$ cat src/rtl/drink_seq_pkg.sv
// Shared types and helpers for the drink ingredient sequencer.
package drink_seq_pkg;

  localparam int STATE_W = 2;

  typedef enum logic [STATE_W-1:0] {
    S_IDLE     = 2'd0,
    S_DISPENSE = 2'd1,
    S_DONE     = 2'd2,
    S_FAULT    = 2'd3
  } state_t;

  typedef enum logic {
    FIND_FIRST = 1'b0,
    FIND_NEXT  = 1'b1
  } find_mode_t;

  // One-hot of a stage index; callers truncate to their stage count.
  function automatic logic [15:0] stage_onehot(input logic [3:0] idx);
    return 16'd1 << idx;
  endfunction

endpackage

$ cat src/rtl/drink_sequencer_next_stage_finder.sv
// Priority encoder: lowest enabled stage, or lowest enabled stage above cur.
module next_stage_finder
  import drink_seq_pkg::*;
#(
  parameter int N_STAGES = 5,
  parameter int IDX_W    = $clog2(N_STAGES)
) (
  input  logic [N_STAGES-1:0] mask,
  input  logic [IDX_W-1:0]    cur,
  input  find_mode_t          mode,
  output logic                found,
  output logic [IDX_W-1:0]    idx
);

  // Scan downwards so the lowest qualifying index wins.
  always_comb begin
    found = 1'b0;
    idx   = '0;
    for (int i = N_STAGES - 1; i >= 0; i--) begin
      if (mask[i] && ((mode == FIND_FIRST) || (i > int'(cur)))) begin
        found = 1'b1;
        idx   = IDX_W'(i);
      end
    end
  end

endmodule

$ cat src/rtl/drink_sequencer.sv
// Ingredient sequencer: walks the enabled valves of a latched recipe mask in
// ascending order, advancing on the level comparator and faulting on timeout.
// Optional build macro DRINK_SEQ_PAUSE_EN adds a pause input that closes the
// valve and freezes the stage timer while held.
//
// state    | meaning
// ---------+-------------------------------------------------
// IDLE     | waiting for start; no valve open
// DISPENSE | valve of stage cur open, waiting for result
// DONE     | recipe complete, waiting for ack
// FAULT    | stage fault_stage timed out, waiting for ack
module drink_sequencer
  import drink_seq_pkg::*;
#(
  parameter int N_STAGES = 5,
  parameter int TIMER_W  = 8,
  parameter int IDX_W    = $clog2(N_STAGES)
) (
  input  logic                clock,
  input  logic                reset,
  input  logic                start,
  input  logic [N_STAGES-1:0] recipe_mask,
  input  logic                result,
  input  logic [TIMER_W-1:0]  stage_limit,
  input  logic                abort,
  input  logic                ack,
`ifdef DRINK_SEQ_PAUSE_EN
  input  logic                pause,
`endif
  output logic [N_STAGES-1:0] valve,
  output logic [IDX_W-1:0]    stage_idx,
  output logic                busy,
  output logic                finished,
  output logic                fault,
  output logic [IDX_W-1:0]    fault_stage,
  output logic [STATE_W-1:0]  state_output
);

  state_t                state_q, state_d;
  logic [N_STAGES-1:0]   mask_q, mask_d;
  logic [IDX_W-1:0]      cur_q, cur_d;
  logic [TIMER_W-1:0]    timer_q, timer_d;
  logic [IDX_W-1:0]      fault_stage_q, fault_stage_d;
  logic                  pause_act;

  logic [N_STAGES-1:0]   find_mask;
  find_mode_t            find_mode;
  logic                  find_found;
  logic [IDX_W-1:0]      find_idx;

`ifdef DRINK_SEQ_PAUSE_EN
  assign pause_act = pause;
`else
  assign pause_act = 1'b0;
`endif

  // One finder serves both lookups: first stage of the live mask in IDLE,
  // next stage above cur of the latched mask otherwise.
  assign find_mask = (state_q == S_IDLE) ? recipe_mask : mask_q;
  assign find_mode = (state_q == S_IDLE) ? FIND_FIRST : FIND_NEXT;

  next_stage_finder #(
    .N_STAGES (N_STAGES),
    .IDX_W    (IDX_W)
  ) u_finder (
    .mask  (find_mask),
    .cur   (cur_q),
    .mode  (find_mode),
    .found (find_found),
    .idx   (find_idx)
  );

  // State and datapath registers.
  always_ff @(posedge clock or posedge reset) begin
    if (reset) begin
      state_q       <= S_IDLE;
      mask_q        <= '0;
      cur_q         <= '0;
      timer_q       <= '0;
      fault_stage_q <= '0;
    end else begin
      state_q       <= state_d;
      mask_q        <= mask_d;
      cur_q         <= cur_d;
      timer_q       <= timer_d;
      fault_stage_q <= fault_stage_d;
    end
  end

  // Next-state: abort beats result, result beats timeout.
  always_comb begin
    state_d       = state_q;
    mask_d        = mask_q;
    cur_d         = cur_q;
    timer_d       = timer_q;
    fault_stage_d = fault_stage_q;
    case (state_q)
      S_IDLE: begin
        if (start) begin
          mask_d  = recipe_mask;
          timer_d = '0;
          if (find_found) begin
            cur_d   = find_idx;
            state_d = S_DISPENSE;
          end else begin
            state_d = S_DONE;
          end
        end
      end
      S_DISPENSE: begin
        if (abort) begin
          cur_d   = '0;
          timer_d = '0;
          state_d = S_IDLE;
        end else if (pause_act) begin
          state_d = S_DISPENSE;
        end else if (result) begin
          timer_d = '0;
          if (find_found) cur_d = find_idx;
          else            state_d = S_DONE;
        end else if ((stage_limit != '0) && (timer_q == stage_limit - TIMER_W'(1))) begin
          fault_stage_d = cur_q;
          state_d       = S_FAULT;
        end else if (timer_q != '1) begin
          timer_d = timer_q + TIMER_W'(1);
        end
      end
      S_DONE, S_FAULT: begin
        if (ack) begin
          cur_d   = '0;
          timer_d = '0;
          state_d = S_IDLE;
        end
      end
      default: state_d = S_IDLE;
    endcase
  end

  // Outputs decoded from registered state; pause only gates the valve.
  always_comb begin
    valve        = '0;
    stage_idx    = '0;
    busy         = (state_q == S_DISPENSE);
    finished     = (state_q == S_DONE);
    fault        = (state_q == S_FAULT);
    fault_stage  = (state_q == S_FAULT) ? fault_stage_q : '0;
    state_output = state_q;
    if (state_q == S_DISPENSE) begin
      stage_idx = cur_q;
      if (!pause_act) valve = N_STAGES'(stage_onehot(4'(cur_q)));
    end
  end

endmodule
$ cat config.mk
export PLATFORM = sky130hd
export DESIGN_NAME = drink_sequencer
export DESIGN_NICKNAME = d
export VERILOG_FILES = /design/src/rtl/drink_seq_pkg.sv /design/src/rtl/drink_sequencer_next_stage_finder.sv /design/src/rtl/drink_sequencer.sv
export SDC_FILE = /design/constraint.sdc
export NUM_CORES = 1
export LEC_CHECK = 0
export CAP_MARGIN = 15
export CORE_UTILIZATION = 35
export DETAILED_ROUTE_END_ITERATION = 6
export GPL_TIMING_DRIVEN = 0
export PLACE_DENSITY = 0.56
export REMOVE_ABC_BUFFERS = 1
export SLEW_MARGIN = 10
export SYNTH_ARGS = -nofsm -noshare
export SYNTH_HDL_FRONTEND = slang
export SYNTH_HIERARCHICAL = 1
export SYNTH_SLANG_ARGS = --single-unit
$ cat constraint.sdc
create_clock -name clock -period 2.6 [get_ports clock]
set_clock_uncertainty 0.05 [all_clocks]
set_input_delay 0.65 -clock clock [delete_from_list [all_inputs] [get_ports clock]]
set_output_delay 0.65 -clock clock [all_outputs]
set_load 0.01 [all_outputs]
After elaboration in Yosys (flattened, before gate mapping)
Index checks and enable logic that the tools add are counted. W data, S select, Z words.

Register bits: 21. Output and inout port bits: 16.

Add/sub/neg operators: 2. Magnitude comparators: 4. Equal/unequal tests: 12. Shift-type cells: 1. Mux-type cells: 35. Bitwise gates (word level): 2. Reductions and logical operators: 18.

Operators by type and width (number): $mux W8 (6); $mux W3 (12); $pmux W8 S3 (1); $mux W2 (7); $reduce_and A4 Y1 (3); $mux W5 (2); $pmux W3 S3 (1); $add A8 B1 Y8 const B (1); $eq A8 B8 Y1 (1); $ne A4 B3 Y1 const B (2); $ne A4 B4 Y1 const B (2); $ne A8 B8 Y1 const B (1); $reduce_bool A8 Y1 (1); $sub A8 B1 Y8 const B (1); $gt A2 B3 Y1 const A (2); $logic_and A1 B1 Y1 (6); $pmux W2 S3 (1); $mux W1 (5); $shl A1 B3 Y5 const A (1); $eq A2 B2 Y1 const B (2); $logic_or A1 B1 Y1 (4); $ne A2 B2 Y1 const B (2); $gt A1 B3 Y1 const A (1); $gt A3 B3 Y1 const A (1); other kinds (7) (8).

Longest topological paths before layout
Gate-level depths: netlist of run 1.

Depth after elaboration: 12. Gate-level depth with buffers: 9. Mapped depth without buffers: 9.

Hierarchy
The synthesis of run 1 kept the hierarchy.

By module, submodules not included: drink_sequencer (times used 1, cells an instance 172, area an instance 1527.7 um^2, seq. area each 525.5 um^2); next_stage_finder (times used 1, cells an instance 18, area an instance 117.6 um^2, seq. area each 0.0 um^2).

Worst setup path after synthesis of run 1
Ideal clock, no wire load.

Kind: in2reg. From: in stage_limit[0]. To: reg timer_q[0]. Data arrival time: 2.554 ns. Slack: -0.131 ns. Stages: 8. Buffers on the path: 0. Cells stage by stage: inv_1 ha_1 xnor2_1 a211o_2 nor4b_1 o2111ai_2 nand2_2 mux2_1.

Longest elaborated chain between the ends: 5. Elaborated cells on any way between the ends: 6. Classes of those cells: 1 x add/sub; 2 x eq/ne; 3 x reduce/logical.

RTL lines: from (decl) (RTL line drink_sequencer.sv:24) `input logic [TIMER_W-1:0] stage_limit,`; $sub A8 B1 Y8 (RTL line drink_sequencer.sv:121) `end else if ((stage_limit != '0) && (timer_q == stage_limit - TIMER_W'(1))) begin`; $eq A8 B8 Y1 (RTL line drink_sequencer.sv:121); $logic_and A1 B1 Y1 (*) (RTL line drink_sequencer.sv:121); $ne A4 B4 Y1 (no source line) (*); $reduce_and A4 Y1 (no source line) (*); to (signal assigned) (RTL line drink_sequencer.sv:85) `timer_q <= timer_d;`; to (decl) (RTL line drink_sequencer.sv:42) `logic [TIMER_W-1:0] timer_q, timer_d;`.

Mark *: on every way between the ends. The rest lies on a longest branch, timed or not. A chain may end at the register's enable or synchronous reset.

Worst setup path after layout of run 1
From: reg state_q[1], in the netlist state_output[1]. To: out valve[2].

Longest elaborated chain between the ends: 2.

RTL lines: from (decl) (RTL line drink_sequencer.sv:39) `state_t state_q, state_d;`; from (signal assigned) (RTL line drink_sequencer.sv:82) `state_q <= state_d;`; $eq A2 B1 Y1 (RTL line drink_sequencer.sv:148) `if (state_q == S_DISPENSE) begin`; $mux W5 (RTL line drink_sequencer.sv:148); to (decl) (RTL line drink_sequencer.sv:30) `output logic [N_STAGES-1:0] valve,`.

Every way passes these cells.

==> results.json, run 1 <==
{
  "chipWidth_um": 70.57,
  "cp_data_required_time_ns": 1.90,
  "fin_crit_ns": 2.529,
  "area_growth_pct": 31.48,
  "ys.flop_type": "dfrtp_1",
  "grt_max_degree": 22,
  "power_density_nw_per_um2": 808.2,
  "cts_tree": "done",
  "status": "complete, but fails checks",
  "ys_warn_count": 6,
  "reg2reg_to": "state_output[1]",
  "crit_slowest_cell": "clkdlybuf4s50_1",
  "finalNetCount": 253,
  "hold_end": "fault_stage_q[1]",
  "ioPinCount": 35,
  "end_kind": "output port",
  "worstMarginPinSlew_ns": 0.8425,
  "clkLatencyLatePin_ns": 0.26,
  "fin_cells": 282,
  "crit_chain": "nand2b_2 -> nor4b_1 -> clkdlybuf4s50_1",
  "drc": 8,
  "num_vias": 1577,
  "wire_per_inst_um": 14.52,
  "arrival_ns": 1.83,
  "layout-drive-gt1-share_pct": 23.48,
  "finalPower_uw": 1748,
  "finalSetupTns_ns": 0,
  "rows": 24,
  "gr-usage-all-layers_pct": 17.06,
  "ant_nets": 0,
  "synth_async_sr_flop_share_pct": 100.0,
  "leakage_uw": 0.0009275,
  "start_util_pct": 37.02,
  "cp_max_fo": 6,
  "hold_buffers": 0,
  "numCtsBuffers": 3,
  "synth_area_um2": 1645,
  "antenna_found_initial": 0,
  "clk_pin_slew_ns": 0.08,
  "utilization_pct": 48.68,
  "min_path_type": "register to register",
  "crit_type": "register to output port",
  "drv_cap": 0,
  "worstSetupStartpointType": "register",
  "vias_per_cell": 5.592,
  "min_from": "fault_stage_q[1]",
  "r2r_setup_slack_ns": 0.17,
  "ys_types": 55,
  "grt_setup_unrepaired": "no",
  "grt_pass1_vias": 1551,
  "synth_top_area_cell": "dfrtp_1",
  "ctsRootBufferMaster": "clkbuf_8",
  "dp.cells": 270,
  "failed_checks": "design-rule violations",
  "dr.pass1.iters": 6,
  "die_y_um": 70.57,
  "syn-instance-count": 190,
  "synth-edff-count": 0,
  "period_share_pct": 97.26,
  "finalSetupViolCount": 0,
  "overflow": 0,
  "whs_path_depth": 2,
  "max_freq_mhz": 395.4,
  "synth_area_leaders": "dfrtp_1, mux2_2, nand2_1, a21oi_1, xnor2_1",
  "portBuffers": 34,
  "ys_seq_elements": 21,
  "wirelength_um": 4095,
  "die_area_um2": 4979,
  "r2r-start": "state_output[0]",
  "slew_headroom_pct": 43.77,
  "dp_hpwl_um": 2984,
  "synth.avg_cell_area_um2": 8.660,
  "maxSlewViolCount": 0,
  "r2r_cells": 9,
  "antenna_cells": 0,
  "cts_sinks": 21,
  "layout_common_cells": "clkdlybuf4s50_1, nand2_1, dfrtp_1",
  "peakVddDrop_v": 0.0004705,
  "final_common_cell": "clkdlybuf4s50_1",
  "cpPeakStageDelay_ns": 0.59,
  "whs_ns": 0.4168,
  "htree_levels": 1,
  "drt_iter0_markers": 54,
  "synth_top_area_share_pct": 31.94,
  "finalHoldViolCount": 0,
  "core-area_um2": 4444,
  "place_congestion": 0.8010,
  "cts_max_path_buffers": 2,
  "yosysSeqAreaShare_pct": 31.94,
  "grt_pass1_wl_um": 6844
}
## synthesized netlist by cell type (2+ instances only)
cell type,n
mux2_2,10
and2_1,4
nand2_1,25
and3_1,7
nor2_1,9
nand2b_1,4
buf_6,2
nor4b_1,2
a31oi_1,2
clkbuf_1,3
nand4_1,5
nor2b_1,4
o22ai_1,2
ha_1,3
mux2i_1,2
nor3_1,5
xnor2_1,6
a21oi_1,12
o21ai_1,6
or3_1,7
dfrtp_1,21
inv_1,8
nand3_1,5
o21ai_0,5
## power breakdown
group | leakage [µW] | internal, µW | switching, µW
clock network | 0.0000228 | 109 | 114
logic | 0.000630 | 497 | 501
registers | 0.000275 | 409 | 118
total | 0.000928 | 1020 | 733
## per-stage QoR
stage / setup slack, ns / instance area (µm²)
2_1_floorplan: -0.1312 / 1607
3_3_place_gp: -0.8599 / 2012
3_5_place_dp: -0.9288 / 2012
4_1_cts: 0.006720 / 2135
5_1_grt: 0.002545 / 2163
6_report: 0.07123 / 2163
## sequential cells by signal, summed over array words and instances (netlist names)
name           count
timer_q            8
mask_q             5
cur_q              3
fault_stage_q      3
state_output       2
## worst max-delay path by stage
stage               startpoint         end  slack [ns]  cells after the start
3_3_place_gp    stage_limit[0]  timer_q[0]       -0.86                      9
2_1_floorplan   stage_limit[0]  timer_q[0]       -0.13                      8
3_5_place_dp    stage_limit[0]  timer_q[0]       -0.93                      9
6_report       state_output[1]    valve[2]        0.07                      3
5_1_grt        state_output[1]    valve[1]       0.003                      5
4_1_cts         stage_limit[4]  timer_q[0]       0.007                      7
## cell families after synthesis
family	synth area share, %
and+or+nand+nor	31.86
AOI/OAI and AO/OA	17.03
DFF	31.94
buffers and inverters	4.410
muxes	8.745
xor gates and xnor gates	3.726
adders and majority gates	2.282
## critical path: cells and delay by family (launching register included)
family	cells	cell delay, ns
buffers and inverters	1	0.59
DFF	1	0.44
and+or+nand+nor	2	0.53
## area by class of cell
class | count | area, µm²
flip-flops and latches | 21 | 528.0
clock buffers | 4 | 45.04
well taps | 52 | 65.06
repair buffers | 41 | 367.9
multi-input cells | 155 | 1124
inverters | 9 | 33.78
fillers | 449 | 2281
## repair_timing
action                                  4_1_cts  5_1_grt
endpoints found under the setup margin       20       13
resized for setup                            21       21
buffers inserted                              5        2
cloned                                        0        1
pin swaps                                     4        8
## layer usage
layer,vias to the layer above,track usage [%],wire (µm)
met4,0,7.111,103
met5,-,0,0
met3,11,2.564,185
met1,748,19.10,1695
li1,773,-,-
met2,45,32.25,2110
No activity file was read; power rests on OpenSTA's default activity.
==> run 2: changes to the inputs <==
CORE_UTILIZATION = 45   (was 35)
PLACE_DENSITY = 0.72   (was 0.56)
SYNTH_HIERARCHICAL = unset   (was 1)
clock period = 2.05 ns   (was 2.6 ns; I/O delays follow)
==> results.json, run 2 <==
{
  "synth_top_family_by_area": "simple AND/OR/NAND/NOR gates",
  "die_area_um2": 3733,
  "synth_area_um2": 1572,
  "overflow": 0,
  "leakage_uw": 0.0009845,
  "fin_crit_ns": 2.048,
  "drt_iter0_markers": 49,
  "grt_max_degree": 21,
  "grt_pass1_wl_um": 6313,
  "max_freq_mhz": 488.2,
  "dr.pass1.iters": 4,
  "finalSetupTns_ns": 0,
  "fin_cells": 271,
  "placed_area_um2": 1922,
  "min_path_type": "register to register",
  "ys.flop_type": "dfrtp_1",
  "ioPinCount": 35,
  "power_density_nw_per_um2": 844.9,
  "area_growth_pct": 38.61,
  "maxSlewViolCount": 0,
  "final_common_cell": "nand2_1",
  "arrival_ns": 1.49,
  "worstSetupStartpointType": "register",
  "synth-simple-area-share_pct": 29.86,
  "portBuffers": 34,
  "ctsRootBufferMaster": "clkbuf_4",
  "largest_reg_flops": 8,
  "clk_pin_slew_ns": 0.12,
  "gr-usage-all-layers_pct": 22.95,
  "start_util_pct": 47.09,
  "r2r-start": "state_output[1]",
  "synth_top_area_share_pct": 31.85,
  "cts_sinks": 20,
  "layout-drive-gt1-share_pct": 32.00,
  "grt_setup_unrepaired": "yes",
  "synth.most_common_cell": "dfrtp_1",
  "min_from": "mask_q[4]",
  "status": "completed",
  "drc": 0,
  "synth_top_area_cell": "dfrtp_1",
  "design_area_um2": 2178,
  "synth_area_leaders": "dfrtp_1, mux2i_1, nand2b_1, nand2_1, o21ai_0",
  "ys_types": 48,
  "biggestRegsByFlops": "timer_q x8, mask_q x4",
  "rows": 21,
  "finalNetCount": 248,
  "clkLatencyLatePin_ns": 0.30,
  "synth_xor_area_share_pct": 6.131,
  "wirelength_um": 4327,
  "ys_warn_count": 0,
  "netlist_top_cells_count": "dfrtp_1, nand2_1, nor2_1",
  "chipWidth_um": 61.10,
  "drv_cap": 0,
  "slew_headroom_pct": 45.73,
  "r2r_cells": 8,
  "cp_max_fo": 6,
  "vias_per_cell": 5.668,
  "synth-compound-area-share_pct": 16.16,
  "ys_seq_elements": 20,
  "wire_per_inst_um": 15.97,
  "num_vias": 1536,
  "ant_nets": 0,
  "synth.avg_cell_area_um2": 8.449,
  "yosysSeqAreaShare_pct": 31.85,
  "synth_mux_area_share_pct": 8.678,
  "dp_hpwl_um": 2894,
  "critPathCapture": "valve[2]",
  "top_register": "timer_q",
  "syn-instance-count": 186,
  "place_congestion": 0.8397,
  "r2r_setup_slack_ns": 0.07,
  "synth_fa_ha_area_share_pct": 2.389,
  "worstMarginPinSlew_ns": 0.8131,
  "cp_data_required_time_ns": 1.49,
  "finalHoldViolCount": 0,
  "cts_tree": "done",
  "cts_max_path_buffers": 2,
  "layout_common_cells": "nand2_1, dfrtp_1, nand2b_1, nor2_1",
  "antenna_found_initial": 0,
  "grt_pass1_vias": 1454,
  "nFillCells": 286,
  "crit_type": "register to output port",
  "startpoint": "cur_q[2]",
  "whs_ns": 0.4685,
  "core-area_um2": 3337,
  "reg2reg_to": "timer_q[7]",
  "synth-edff-count": 0,
  "period_share_pct": 99.92,
  "htree_levels": 1,
  "dp.cells": 256,
  "end_kind": "output port",
  "antenna_cells": 0,
  "finalSetupViolCount": 0,
  "peakVddDrop_v": 0.0005512,
  "synth_async_sr_flop_share_pct": 100.0,
  "die_y_um": 61.10,
  "numCtsBuffers": 3
}
## run 2: changes by cell type after synthesis, sizes merged, moves of 3 or more
cell	delta
mux2i	+6
nand2	-8
xor2	+5
nand2b	+6
or3	-6
nor3	-3
nor2	+6
mux2	-6
## run 2: kinds of logic after synthesis
logic type	count (synthesis)
and+or+nand+nor	81
AOI/OAI and AO/OA	40
DFF	20
buffers and inverters	18
muxes	13
xor gates and xnor gates	11
adders and majority gates	3
## run 2: area by class of cell
| class | instances | area [µm²] | area share, % |
|---|---|---|---|
| clock buffers | 4 | 36.28 | 1.666 |
| inverters | 8 | 30.03 | 1.379 |
| multi-input cells | 148 | 1179 | 54.11 |
| flip-flops and latches | 20 | 506.7 | 23.26 |
| well taps | 46 | 57.56 | 2.642 |
| repair buffers | 45 | 369.1 | 16.94 |
## run 2: worst min path at each step
stage	endpoint	depth (start not counted)
6_report	mask_q[4]	1
5_1_grt	mask_q[1]	1
4_1_cts	mask_q[4]	1
3_3_place_gp	fault_stage_q[0]	1
2_1_floorplan	fault_stage_q[0]	1
3_5_place_dp	fault_stage_q[2]	1
## run 2: worst max-delay path, stage by stage, from the launching register on
cell and delay (ns):
dfrtp_2 0.46, or3_4 0.41, nor3b_2 0.16, buf_2 0.15
## run 2: per-layer routing
metal  global-route usage [%]  vias up  part of all wire, %
met5                        0        -                    0
met4                    10.06        0                  2.1
met3                    2.521       10                  2.3
met2                    42.70       32                   55
met1                    26.36      760                   40
li1                         -      734                    -
## run 2: metrics by stage
stage | total power [µW] | setup WS [ns] | utilization, %
after global routing | 1978 | -0.06285 | 65.28
after global placement | 1445 | -0.9496 | 57.59
after floorplan | 1153 | -0.1465 | -
final | 1840 | 0.001674 | 65.28
after CTS | 1770 | -0.1885 | 62.50
after detailed placement | 1480 | -1.056 | 57.59
## run 2: power breakdown
group / switching, µW / leakage [µW] / internal, µW / total (µW)
Combinational: 569 / 0.000704 / 455 / 1020
Clock: 129 / 0.0000210 / 108 / 237
Sequential: 97.1 / 0.000260 / 482 / 579
## run 2: what timing repair did
item | CTS | global route
setup endpoints to repair | 28 | 26
pin swaps | 8 | 8
hold buffers | 0 | 0
gates resized for setup | 71 | 37
setup buffers | 9 | 2
==> run 3: changes to the inputs <==
GPL_TIMING_DRIVEN = 1   (was 0)
==> results.json, run 3 (synthesis gave the netlist of run 2 again) <==
{
  "grt_pass1_vias": 1565,
  "antenna_found_initial": 0,
  "clkLatencyLatePin_ns": 0.30,
  "vias_per_cell": 5.525,
  "drc": 0,
  "peakVddDrop_v": 0.0006018,
  "wirelength_um": 4785,
  "layout_common_cells": "buf_4, dfrtp_1, nand2_1",
  "numCtsBuffers": 3,
  "portBuffers": 34,
  "power_density_nw_per_um2": 868.5,
  "overflow": 0,
  "antenna_cells": 0,
  "cp_data_required_time_ns": 1.49,
  "cts_sinks": 20,
  "dp.cells": 283,
  "crit_slowest_cell": "or3_4",
  "largest_reg_flops": 8,
  "nFillCells": 262,
  "slew_headroom_pct": 68.71,
  "gr-usage-all-layers_pct": 24.38,
  "ant_nets": 0,
  "arrival_ns": 1.47,
  "wire_per_inst_um": 16.00,
  "fin_cells": 299,
  "area_growth_pct": 52.79,
  "end_kind": "output port",
  "htree_levels": 1,
  "crit_chain": "or3_4 -> nor3b_1 -> buf_2",
  "worstSetupStartpointType": "register",
  "ioPinCount": 35,
  "clk_pin_slew_ns": 0.11,
  "ff_latch_area_um2": 501.7,
  "final_common_cell": "buf_4",
  "status": "completed",
  "utilization_pct": 71.95,
  "core-area_um2": 3337,
  "die_area_um2": 3733,
  "leakage_uw": 0.001151,
  "fin_crit_ns": 2.032,
  "dr.pass1.iters": 4,
  "grt_setup_unrepaired": "yes",
  "place_congestion": 0.9085,
  "crit_type": "register to output port",
  "worstMarginPinSlew_ns": 0.4654,
  "cpPeakStageDelay_ns": 0.43,
  "finalHoldViolCount": 0,
  "min_path_type": "register to register",
  "maxSlewViolCount": 0,
  "grt_pass1_wl_um": 6672,
  "finalPower_uw": 2085,
  "grt_max_degree": 21,
  "drt_iter0_markers": 79,
  "chipWidth_um": 61.10,
  "period_share_pct": 99.15,
  "finalSetupViolCount": 0,
  "placed_area_um2": 2137,
  "biggestRegsByFlops": "timer_q x8, mask_q x4",
  "finalSetupTns_ns": 0,
  "rows": 21,
  "start_util_pct": 47.09,
  "die_y_um": 61.10,
  "finalNetCount": 276,
  "num_vias": 1652,
  "max_freq_mhz": 492.0,
  "cp_max_fo": 4,
  "cts_tree": "done",
  "design_area_um2": 2401,
  "dp_hpwl_um": 3235,
  "top_register": "timer_q",
  "ctsRootBufferMaster": "clkbuf_4",
  "multiInputGateArea_um2": 1152,
  "cts_max_path_buffers": 2,
  "drv_cap": 0,
  "layout-drive-gt1-share_pct": 35.18
}
## run 3: routing by layer
metal  share of wire, %  GRT usage [%]  up-vias  routed length [µm]
met3                3.6          3.571       12                 170
met5                  0              0        -                   0
met2                 53          44.57       55                2528
li1                   -              -      789                   -
met4                2.2          8.766        0                 104
met1                 41          28.89      796                1983
## run 3: power by group
part / internal, µW / switching [µW]
Clock: 108 / 120
Combinational: 653 / 653
Sequential: 476 / 74.2
Total: 1240 / 847
## run 3: timing repair
action / in CTS / in global routing
setup endpoints to repair: 26 / 22
buffers inserted: 7 / 5
gates resized for setup: 56 / 43
hold buffers: 0 / 0
pin swaps: 7 / 16
## run 3: layout make-up
type                    instances  area share [%]
multi-input cells             148           47.99
repair buffers                 73           25.95
flip-flops and latches         20           20.90
well taps                      46           2.397
clock buffers                   4           1.511
inverters                       8           1.251
## run 3: critical path: cells and delay by family, from the launching register on
kind	cells	cell delay, ns
buffers and inverters	1	0.16
flip-flops	1	0.41
AND/OR/NAND/NOR	2	0.60
## run 3: per-stage QoR
step                      hold slack, ns  worst slack (ns)
final                             0.4600           0.01750
after global routing              0.4860          -0.06272
after CTS                         0.4683          -0.01458
after detailed placement          0.4260           -0.7057
after global placement            0.4235           -0.5914
after floorplan                   0.4057           -0.1465
## run 3: worst paths after layout
kind	depth (start not counted)	slack [ns]	end	start
min reg2reg	1	0.46	mask_q[4]	mask_q[4]
min	1	0.46	mask_q[4]	mask_q[4]
max in group asynchronous	3	1.24	timer_q[3]	reset
max	3	0.02	valve[1]	state_output[1]
min in group asynchronous	3	0.48	cur_q[2]	reset
max reg2reg	7	0.04	fault_stage_q[2]	timer_q[3]
